===== config.mk =====
export PLATFORM = sky130hd
export DESIGN_NAME = joystick_conditioner
export DESIGN_NICKNAME = d
export VERILOG_FILES = /design/src/rtl/joystick_pkg.sv /design/src/rtl/joystick_debounce_bit.sv /design/src/rtl/joystick_conditioner.sv
export SDC_FILE = /design/constraint.sdc
export NUM_CORES = 1
export LEC_CHECK = 0
export BUFFER_PORTS_ARGS = -buffer_cell sky130_fd_sc_hd__buf_2
export CAP_MARGIN = 40
export CORE_AREA = 2 2 83 85
export DETAILED_ROUTE_END_ITERATION = 8
export DIE_AREA = 0 0 85 87
export GPL_TIMING_DRIVEN = 0
export HOLD_SLACK_MARGIN = 0.02
export MAX_ROUTING_LAYER = met4
export PLACE_DENSITY_LB_ADDON = 0.1
export SLEW_MARGIN = 30
export SYNTH_ARGS = -nofsm -noshare
export SYNTH_HDL_FRONTEND = slang
export SYNTH_HIERARCHICAL = 1
export SYNTH_SLANG_ARGS = --single-unit

===== constraint.sdc =====
create_clock -name clk -period 2.8 [get_ports clk]
set_input_delay 0.14 -clock clk [delete_from_list [all_inputs] [get_ports clk]]
set_output_delay 0.14 -clock clk [all_outputs]
set_load 0.03 [all_outputs]

===== src/rtl/joystick_pkg.sv =====
// Shared constants and types for the joystick conditioner.
// Bit order inside one channel: {fire, left, right, down, up} at offsets 0..4.
package joystick_pkg;
  localparam int JOY_FIRE  = 0;
  localparam int JOY_LEFT  = 1;
  localparam int JOY_RIGHT = 2;
  localparam int JOY_DOWN  = 3;
  localparam int JOY_UP    = 4;
  localparam int JOY_BITS  = 5;

  typedef enum logic {AF_IDLE, AF_RUN} af_state_t;
endpackage


===== src/rtl/joystick_debounce_bit.sv =====
// One joystick pin: 2-FF synchroniser, polarity normalisation (1 = pressed)
// and a tick-driven debounce counter.
module joystick_debounce_bit #(
  parameter bit ACTIVE_LOW     = 1'b1,
  parameter int DEBOUNCE_TICKS = 4
) (
  input  logic clk,
  input  logic rst_n,
  input  logic i_pin,
  input  logic i_tick,
  output logic o_level
);
  localparam int CW = $clog2(DEBOUNCE_TICKS + 1);

  logic          r_sync1;
  logic          r_sync2;
  logic          r_level;
  logic [CW-1:0] r_cnt;
  logic          w_sample;

  assign w_sample = r_sync2 ^ ACTIVE_LOW;
  assign o_level  = r_level;

  // Sync FFs reset to the idle pin level so reset never looks like a press.
  always_ff @(posedge clk or negedge rst_n) begin
    if (!rst_n) begin
      r_sync1 <= ACTIVE_LOW;
      r_sync2 <= ACTIVE_LOW;
      r_level <= 1'b0;
      r_cnt   <= '0;
    end else begin
      r_sync1 <= i_pin;
      r_sync2 <= r_sync1;
      if (i_tick) begin
        if (w_sample == r_level) begin
          r_cnt <= '0;
        end else if (r_cnt == CW'(DEBOUNCE_TICKS - 1)) begin
          r_level <= w_sample;
          r_cnt   <= '0;
        end else begin
          r_cnt <= r_cnt + CW'(1);
        end
      end
    end
  end
endmodule


===== src/rtl/joystick_conditioner.sv =====
// Joystick conditioner top: prescaler, per-bit debounce, opposing-direction
// suppression, optional autofire (macro JOYSTICK_AUTOFIRE_EN) and output register.
module joystick_conditioner
  import joystick_pkg::*;
#(
  parameter int CHANNELS       = 2,
  parameter bit ACTIVE_LOW     = 1'b1,
  parameter int TICK_DIV       = 1000,
  parameter int DEBOUNCE_TICKS = 4,
  parameter int AUTOFIRE_TICKS = 5000
) (
  input  logic                         clk,
  input  logic                         rst_n,
  input  logic [0:JOY_BITS*CHANNELS-1] pin_in,
  input  logic [0:CHANNELS-1]          autofire_req,
  output logic [0:JOY_BITS*CHANNELS-1] joy_out,
  output logic                         change
);
  localparam int NB = JOY_BITS * CHANNELS;
  localparam int PW = $clog2(TICK_DIV);

  logic [PW-1:0]       r_presc;
  logic                w_tick;
  logic [0:NB-1]       w_deb;
  logic [0:CHANNELS-1] w_fire;
  logic [0:NB-1]       w_next;
  logic [0:NB-1]       r_joy;
  logic                r_change;

  assign w_tick = (r_presc == PW'(TICK_DIV - 1));

  always_ff @(posedge clk or negedge rst_n) begin
    if (!rst_n)      r_presc <= '0;
    else if (w_tick) r_presc <= '0;
    else             r_presc <= r_presc + PW'(1);
  end

  for (genvar i = 0; i < NB; i++) begin : g_bit
    joystick_debounce_bit #(
      .ACTIVE_LOW     (ACTIVE_LOW),
      .DEBOUNCE_TICKS (DEBOUNCE_TICKS)
    ) u_db (
      .clk     (clk),
      .rst_n   (rst_n),
      .i_pin   (pin_in[i]),
      .i_tick  (w_tick),
      .o_level (w_deb[i])
    );
  end

`ifdef JOYSTICK_AUTOFIRE_EN
  localparam int AW = $clog2(AUTOFIRE_TICKS + 1);

  for (genvar c = 0; c < CHANNELS; c++) begin : g_af
    af_state_t     r_state;
    logic          r_phase;
    logic [AW-1:0] r_cnt;
    logic          w_deb_fire;

    assign w_deb_fire = w_deb[c*JOY_BITS+JOY_FIRE];

    always_ff @(posedge clk or negedge rst_n) begin
      if (!rst_n) begin
        r_state <= AF_IDLE;
        r_phase <= 1'b0;
        r_cnt   <= '0;
      end else begin
        case (r_state)
          AF_IDLE: begin
            if (w_deb_fire && autofire_req[c]) begin
              r_state <= AF_RUN;
              r_phase <= 1'b1;
              r_cnt   <= '0;
            end
          end
          AF_RUN: begin
            if (!w_deb_fire || !autofire_req[c]) begin
              r_state <= AF_IDLE;
              r_phase <= 1'b0;
              r_cnt   <= '0;
            end else if (w_tick) begin
              if (r_cnt == AW'(AUTOFIRE_TICKS - 1)) begin
                r_cnt   <= '0;
                r_phase <= ~r_phase;
              end else begin
                r_cnt <= r_cnt + AW'(1);
              end
            end
          end
          default: begin
            r_state <= AF_IDLE;
            r_phase <= 1'b0;
            r_cnt   <= '0;
          end
        endcase
      end
    end

    // Gating with the debounced level drops fire immediately on release.
    assign w_fire[c] = w_deb_fire &
                       (((r_state == AF_RUN) && autofire_req[c]) ? r_phase : 1'b1);
  end
`else
  logic w_unused_autofire_req;
  assign w_unused_autofire_req = ^autofire_req;

  for (genvar c = 0; c < CHANNELS; c++) begin : g_fire
    assign w_fire[c] = w_deb[c*JOY_BITS+JOY_FIRE];
  end
`endif

  always_comb begin
    w_next = w_deb;
    for (int c = 0; c < CHANNELS; c++) begin
      w_next[c*JOY_BITS+JOY_FIRE] = w_fire[c];
      if (w_deb[c*JOY_BITS+JOY_LEFT] && w_deb[c*JOY_BITS+JOY_RIGHT]) begin
        w_next[c*JOY_BITS+JOY_LEFT]  = 1'b0;
        w_next[c*JOY_BITS+JOY_RIGHT] = 1'b0;
      end
      if (w_deb[c*JOY_BITS+JOY_UP] && w_deb[c*JOY_BITS+JOY_DOWN]) begin
        w_next[c*JOY_BITS+JOY_UP]   = 1'b0;
        w_next[c*JOY_BITS+JOY_DOWN] = 1'b0;
      end
    end
  end

  always_ff @(posedge clk or negedge rst_n) begin
    if (!rst_n) begin
      r_joy    <= '0;
      r_change <= 1'b0;
    end else begin
      r_joy    <= w_next;
      r_change <= (w_next != r_joy);
    end
  end

  assign joy_out = r_joy;
  assign change  = r_change;
endmodule


Word-level counts from Yosys, hierarchy flattened
Index checks and enable logic that the tools add are counted.
{ "word_totals": {"register_bits": 81, "inputBits": 14, "elab_cells": 135, "out_inout_bits": 11} }
{ "op_classes": {"n_reduce_logical": 14, "add_sub_neg": 11, "muxes": 25, "eq_ne": 22, "bitwise": 20} }
{ "ops": {"columns": ["operator", "n"], "rows": [
  ["two-way mux 3 bit", 20],
  ["adder 3 x 1 -> 3 bit, second input constant", 10],
  ["equality test 3 x 2 -> 1 bit, second input constant", 10],
  ["AND reduction 3 bit", 10],
  ["NOT 1 bit", 20],
  ["adder 10 x 1 -> 10 bit, second input constant", 1],
  ["equality test 1 bit", 10],
  ["equality test 10 bit, second input constant", 1],
  ["two-way mux 10 bit", 1],
  ["!= test 10 bit", 1],
  ["two-way mux 2 bit", 4],
  ["logical AND 1 bit", 4]
]} }

Logic depth before layout (Yosys ltp)
{ "depth": {"depth_word": 4, "depth_mapped": 6, "mapped_depth_nobuf": 6} }

Cells and area by module
The synthesis kept the hierarchy.
{ "by_module_without_submodules": {"columns": ["module", "instances", "cells_each", "area_each_um2"], "rows": [
  ["joystick_debounce_bit", 10, 21, 251.5],
  ["joystick_conditioner", 1, 88, 954.7]
]} }

Worst setup path before layout
Ideal clock, no wire load.
{ "synth_timing": {"kind": "reg2reg", "startpoint": "register r_presc[0]", "endpoint": "register g_bit[0].u_db.r_level", "arrival_ns": 2.099, "path_slack_ns": 0.578, "n_path_buf": 0, "required_time_ns": 2.676, "stages_incl_launch_ff": 7, "path_cell_list": "dfrtp_1 > ha_1 > nand4_1 > or3_4 > nor2_4 > nand3b_1 > mux2i_1"} }
{ "synth_via": {"elab_chain_len": 2} }
{ "synth_lines": {"columns": ["item", "line", "source"], "rows": [
  ["start, declared", "joystick_conditioner.sv:22", "logic [PW-1:0] r_presc;"],
  ["start signal, assigned", "joystick_conditioner.sv:35", "else r_presc <= r_presc + PW'(1);"],
  ["equality test 10 bit", "joystick_conditioner.sv:30", "assign w_tick = (r_presc == PW'(TICK_DIV - 1));"],
  ["named net w_tick", "joystick_conditioner.sv:23", "logic w_tick;"],
  ["AND reduction 3 bit (no line)", null, null],
  ["end signal, assigned", "joystick_debounce_bit.sv:38", "r_level <= w_sample;"],
  ["end, declared", "joystick_debounce_bit.sv:17", "logic r_level;"]
]} }
The timed path passes the listed nets, and every way through them passes these cells.
A chain may end at the register's enable or synchronous reset.

Worst setup path in the final report
{ "layout_timing": {"startpoint": "register r_presc[0]", "endpoint": "register g_bit[5].u_db.r_level"} }
{ "layout_via": {"elab_chain_len": 2} }
{ "layout_lines": {"columns": ["item", "line"], "rows": [
  ["equality test 10 bit", "joystick_conditioner.sv:30"],
  ["named net w_tick", "joystick_conditioner.sv:23"],
  ["AND reduction 3 bit (no line)", null],
  ["end signal, assigned", "joystick_debounce_bit.sv:38"],
  ["end, declared", "joystick_debounce_bit.sv:17"]
]} }
The timed path passes the listed nets, and every way through them passes these cells.

==> reports/summary.md <==
Routability-driven placement finished with a final weighted congestion of 0.7664. The fraction of layout cells with a size suffix above 1 works out to 0.1743. Summing all flip-flop and latch instances after layout gives 2052 µm².

Setup repair after global routing left no endpoint under its margin. Yosys printed 6 warnings. Number of violations reported at the end of detailed-routing iteration 0: 126.

After synthesis the cells add up to 3470 µm². The largest net degree at the start of global routing is 67, and the mean instance size in the synthesized netlist is 11.64 µm². On the final layout, the worst clock skew is 0.01236 ns. The critical path contains buffers and inverters numbering 2 combined. TritonCTS built the clock tree.

For this run, the detailed router's first-pass iteration total came to 4. The tools report the via count of the first global-routing pass as 2,127. For the final hold violation count, the log shows 0. The critical path data required time is 3.03 ns. The utilization after layout was 0.6211; the HPWL after detailed placement was 3518 µm.

The met3 track demand over resource is 0.06635. STA puts the critical path data arrival time at 2.63 ns. In this run the worst path has a maximum fanout of 25.

Across the run, the number of max-cap violations was 0. The run gives 81 as the clock sink total. The floorplan step set the die height to 87 µm. The slew at the pin closest to its max-slew limit is 0.5200 ns, and the maximum clock path buffer count is 2. The die covers 7395 µm². For the remaining antenna violation count, the log shows 0. The buffer type at the clock tree root is sky130_fd_sc_hd__clkbuf_8. The tools report the final max-slew violation count as 0. The run gives 0.5914 as the share of synthesized area occupied by flip-flops and latches. Cell type of the slowest stage on the worst timing path: sky130_fd_sc_hd__nor2_4.

The worst setup path category is flop to flop. The flow ran to the end, and the final reports show no timing, DRC or antenna violations. The quantity of hold-fixing buffers added after cts was 11; the final cycle utilization of the critical path was 0.8597. The logs give 3 for the H-tree depth and 0.5282 for the initial core utilization.

The cell area power density was 532.3 nW/µm²; the minimum period implied by the final worst setup slack was 2.407 ns. The met2 usage was 0.2663. Counting flops and latches in the post-synthesis netlist gives 81.

After floorplanning, the core was sized to cover 6569 µm². The stage delay of the slowest cell on the critical path is 0.45 ns. In the final layout, the multi-input gates occupy 1290 µm².

Part of the power in the clock network: 0.420. The tools report the total number of nets in the final design as 370. The worst setup path is captured at a flop. Dividing the detail-routed via count by the number of cells gives 5.021. After detailed routing, the average wire length per cell comes to 12.22 µm. The tools report the final routed DRC violation total as 0. The fraction of post-synthesis cell area in the top cell type by area came out at 0.4400.

Adding up every negative setup slack in the final design gives 0 ns. The run gives 0.6525 as the worst max-slew margin expressed relative to the limit. The net switching share of the total power is 0.1956. Among cell families on the critical path, the largest total delay comes from simple AND/OR/NAND/NOR gates.

The worst setup path is launched from a flop. Synthesis produced a netlist with a net count of 323. The relative contribution of sequential cells to total power is 0.554. Ranked by total cell area, the synthesized netlist is headed by sky130_fd_sc_hd__dfrtp_1, sky130_fd_sc_hd__dfstp_2, sky130_fd_sc_hd__nand2b_1, sky130_fd_sc_hd__ha_1, sky130_fd_sc_hd__o22ai_1.

The initial antenna violation count came out at 0. Setup violations remaining at the end of the flow were counted as 0. The aggregate global routing overflow came out at 0. Across the VDD grid, the largest voltage drop is 0.3774 mV. After technology mapping, the gate count stands at 298.

25 I/O pins were placed. The synthesized netlist contains 28 unique library cells. The buffer count from post-CTS setup fixing is 0. Wires add up to 5255 µm. The critical path goes through ha_1 > nand4_1 > or3_4 > nor2_4 > buf_8 > buf_16 > nand3b_1 > mux2i_1. met2 is the most crowded layer.

Counting the buffers created by CTS gives 9. The global-route track usage on met1 came out at 0.2079. Once layout is complete, the cells apart from fillers number 430. The die is 85 µm wide. Derived from the worst setup path, the maximum achievable clock frequency is 415.4 MHz. The run gives 30 as the number of placement rows. The later pin in the worst-skew pair is clocked with a latency of 0.35 ns. Clock-pin slew on the worst setup and hold paths: 0.07 ns.

The repair_antennas step left the layout with diodes totalling 0. The worst hold path class was input pin to asynchronous set/reset pin. Compared with the post-synthesis result, the final layout area differs by 17.60%.

The placed cell count is 403. Port buffering added 22 buffers. Fill cells in the final layout number 536. The detailed-route via count is 2,159. The global-route wire length before repair came out at 9542 µm.

The logs give 0.1716 for the overall routing resource usage and 1.908 nW for the leakage power figure. Post-CTS repair changed the size of 0 cells. Share of power burned in combinational logic: 0.026.

For this design the total switching power over the nets is 0.0004248 W. Summed over all instances, the cell type with the most area after synthesis is sky130_fd_sc_hd__dfrtp_1. For the internal power, the log shows 0.001747 W.
==> sequential cells by signal (all words and copies together), names as in the netlist <==
signal	cells
joy_out	10
g_bit.u_db/r_cnt	30
g_bit.u_db/r_sync2	10
change	1
g_bit.u_db/r_sync1	10
g_bit.u_db/o_level	10
r_presc	10
==> synthesized netlist by cell type, drive strengths merged <==
cell / number
dfrtp: 61
nand2b: 35
inv: 34
o22ai: 21
dfstp: 20
nor2b: 19
xor2: 14
ha: 11
mux2i: 11
nand2: 11
nand3b: 11
o31ai: 10
nor2: 8
nand3: 6
a21oi: 5
xnor2: 5
nand4: 3
and3: 2
nor3: 2
o211ai: 2
o21a: 2
o21ai: 1
o22a: 1
o2bb2ai: 1
o311ai: 1
or3: 1
==> worst paths after layout <==
path                                                 startpoint                                end  slack, ns  cells after the start
min in group clk                g_bit[6].u_db/r_sync1$_DFF_PN1_    g_bit[6].u_db/r_sync2$_DFF_PN1_       0.35                      0
worst min-delay path                                      rst_n  g_bit[2].u_db/o_level$_DFFE_PN0P_       0.18                      2
worst max register to register             r_presc[0]$_DFF_PN0_  g_bit[5].u_db/o_level$_DFFE_PN0P_       0.39                      8
worst max-delay path                       r_presc[0]$_DFF_PN0_  g_bit[5].u_db/o_level$_DFFE_PN0P_       0.39                      8
worst min register to register  g_bit[6].u_db/r_sync1$_DFF_PN1_    g_bit[6].u_db/r_sync2$_DFF_PN1_       0.35                      0
max in group asynchronous                                 rst_n    g_bit[7].u_db/r_sync1$_DFF_PN1_       2.01                      3
==> placed cells by master, fill, tap and decap left out, types with 2 or more instances in the layout <==
cell type / instances
sky130_fd_sc_hd__a21oi_1: 5
sky130_fd_sc_hd__buf_16: 2
sky130_fd_sc_hd__buf_2: 21
sky130_fd_sc_hd__bufinv_16: 2
sky130_fd_sc_hd__clkbuf_1: 3
sky130_fd_sc_hd__clkbuf_8: 10
sky130_fd_sc_hd__dfrtp_1: 61
sky130_fd_sc_hd__dfstp_2: 20
sky130_fd_sc_hd__dlygate4sd3_1: 11
sky130_fd_sc_hd__ha_1: 11
sky130_fd_sc_hd__inv_1: 34
sky130_fd_sc_hd__mux2i_1: 11
sky130_fd_sc_hd__nand2_1: 11
sky130_fd_sc_hd__nand2b_1: 35
sky130_fd_sc_hd__nand3_1: 6
sky130_fd_sc_hd__nand3b_1: 11
sky130_fd_sc_hd__nand4_1: 3
sky130_fd_sc_hd__nor2_1: 7
sky130_fd_sc_hd__nor2b_1: 19
sky130_fd_sc_hd__nor3_1: 2
sky130_fd_sc_hd__o211ai_1: 2
sky130_fd_sc_hd__o21a_1: 2
sky130_fd_sc_hd__o22ai_1: 21
sky130_fd_sc_hd__o31ai_1: 10
sky130_fd_sc_hd__xnor2_1: 5
sky130_fd_sc_hd__xor2_1: 14
==> power groups by stage <==
| stage | Clock [W] | Combinational [W] | Sequential (W) |
|---|---|---|---|
| after floorplan | 0 | 0.00000891 | 0.00122 |
| after global placement | 0 | 0.0000419 | 0.00122 |
| after detailed placement | 0 | 0.0000480 | 0.00122 |
| after CTS | 0.000955 | 0.0000599 | 0.00120 |
| after global routing | 0.000999 | 0.0000660 | 0.00120 |
| final | 0.000912 | 0.0000572 | 0.00120 |
==> cell families (layout without fill, tap and decap cells) <==
| family | count (synthesis) | count (layout) | share of synthesized area |
|---|---|---|---|
| buffers and inverters | 34 | 86 | 0.03678 |
| and+or+nand+nor | 98 | 98 | 0.1681 |
| adders and majority gates | 11 | 11 | 0.03967 |
| muxes | 11 | 11 | 0.03174 |
| AOI/OAI and AO/OA | 44 | 44 | 0.08438 |
| xor gates and xnor gates | 19 | 19 | 0.04796 |
| DFF | 81 | 81 | 0.5914 |
==> through the flow <==
stage / power [W] / hold slack, ns / cell area, µm² / setup WS (ns)
6_report: 0.002172 / 0.1797 / 4080 / 0.3927
4_1_cts: 0.002218 / 0.1641 / 4080 / 0.3739
2_1_floorplan: 0.001232 / -0.1556 / 3470 / 0.5776
5_1_grt: 0.002269 / 0.1784 / 4080 / 0.2129
3_3_place_gp: 0.001266 / 0.2448 / 3680 / 0.1317
3_5_place_dp: 0.001273 / -0.01937 / 3756 / 0.3919
==> area by class of cell <==
cell class / count / share of cell area
sequential: 81 / 0.5029
multi-input combinational: 183 / 0.3162
timing repair buffer: 36 / 0.07268
clock buffer: 13 / 0.03649
inverter: 34 / 0.03128
tap: 80 / 0.02453
clock inverter: 3 / 0.01595
==> routing by layer <==
metal / vias up / share of wire
met4: 0 / 0.011
met5: - / 0
met3: 10 / 0.041
li1: 1097 / -
met1: 1027 / 0.48
met2: 25 / 0.47
(Power assumes the default switching activity.)
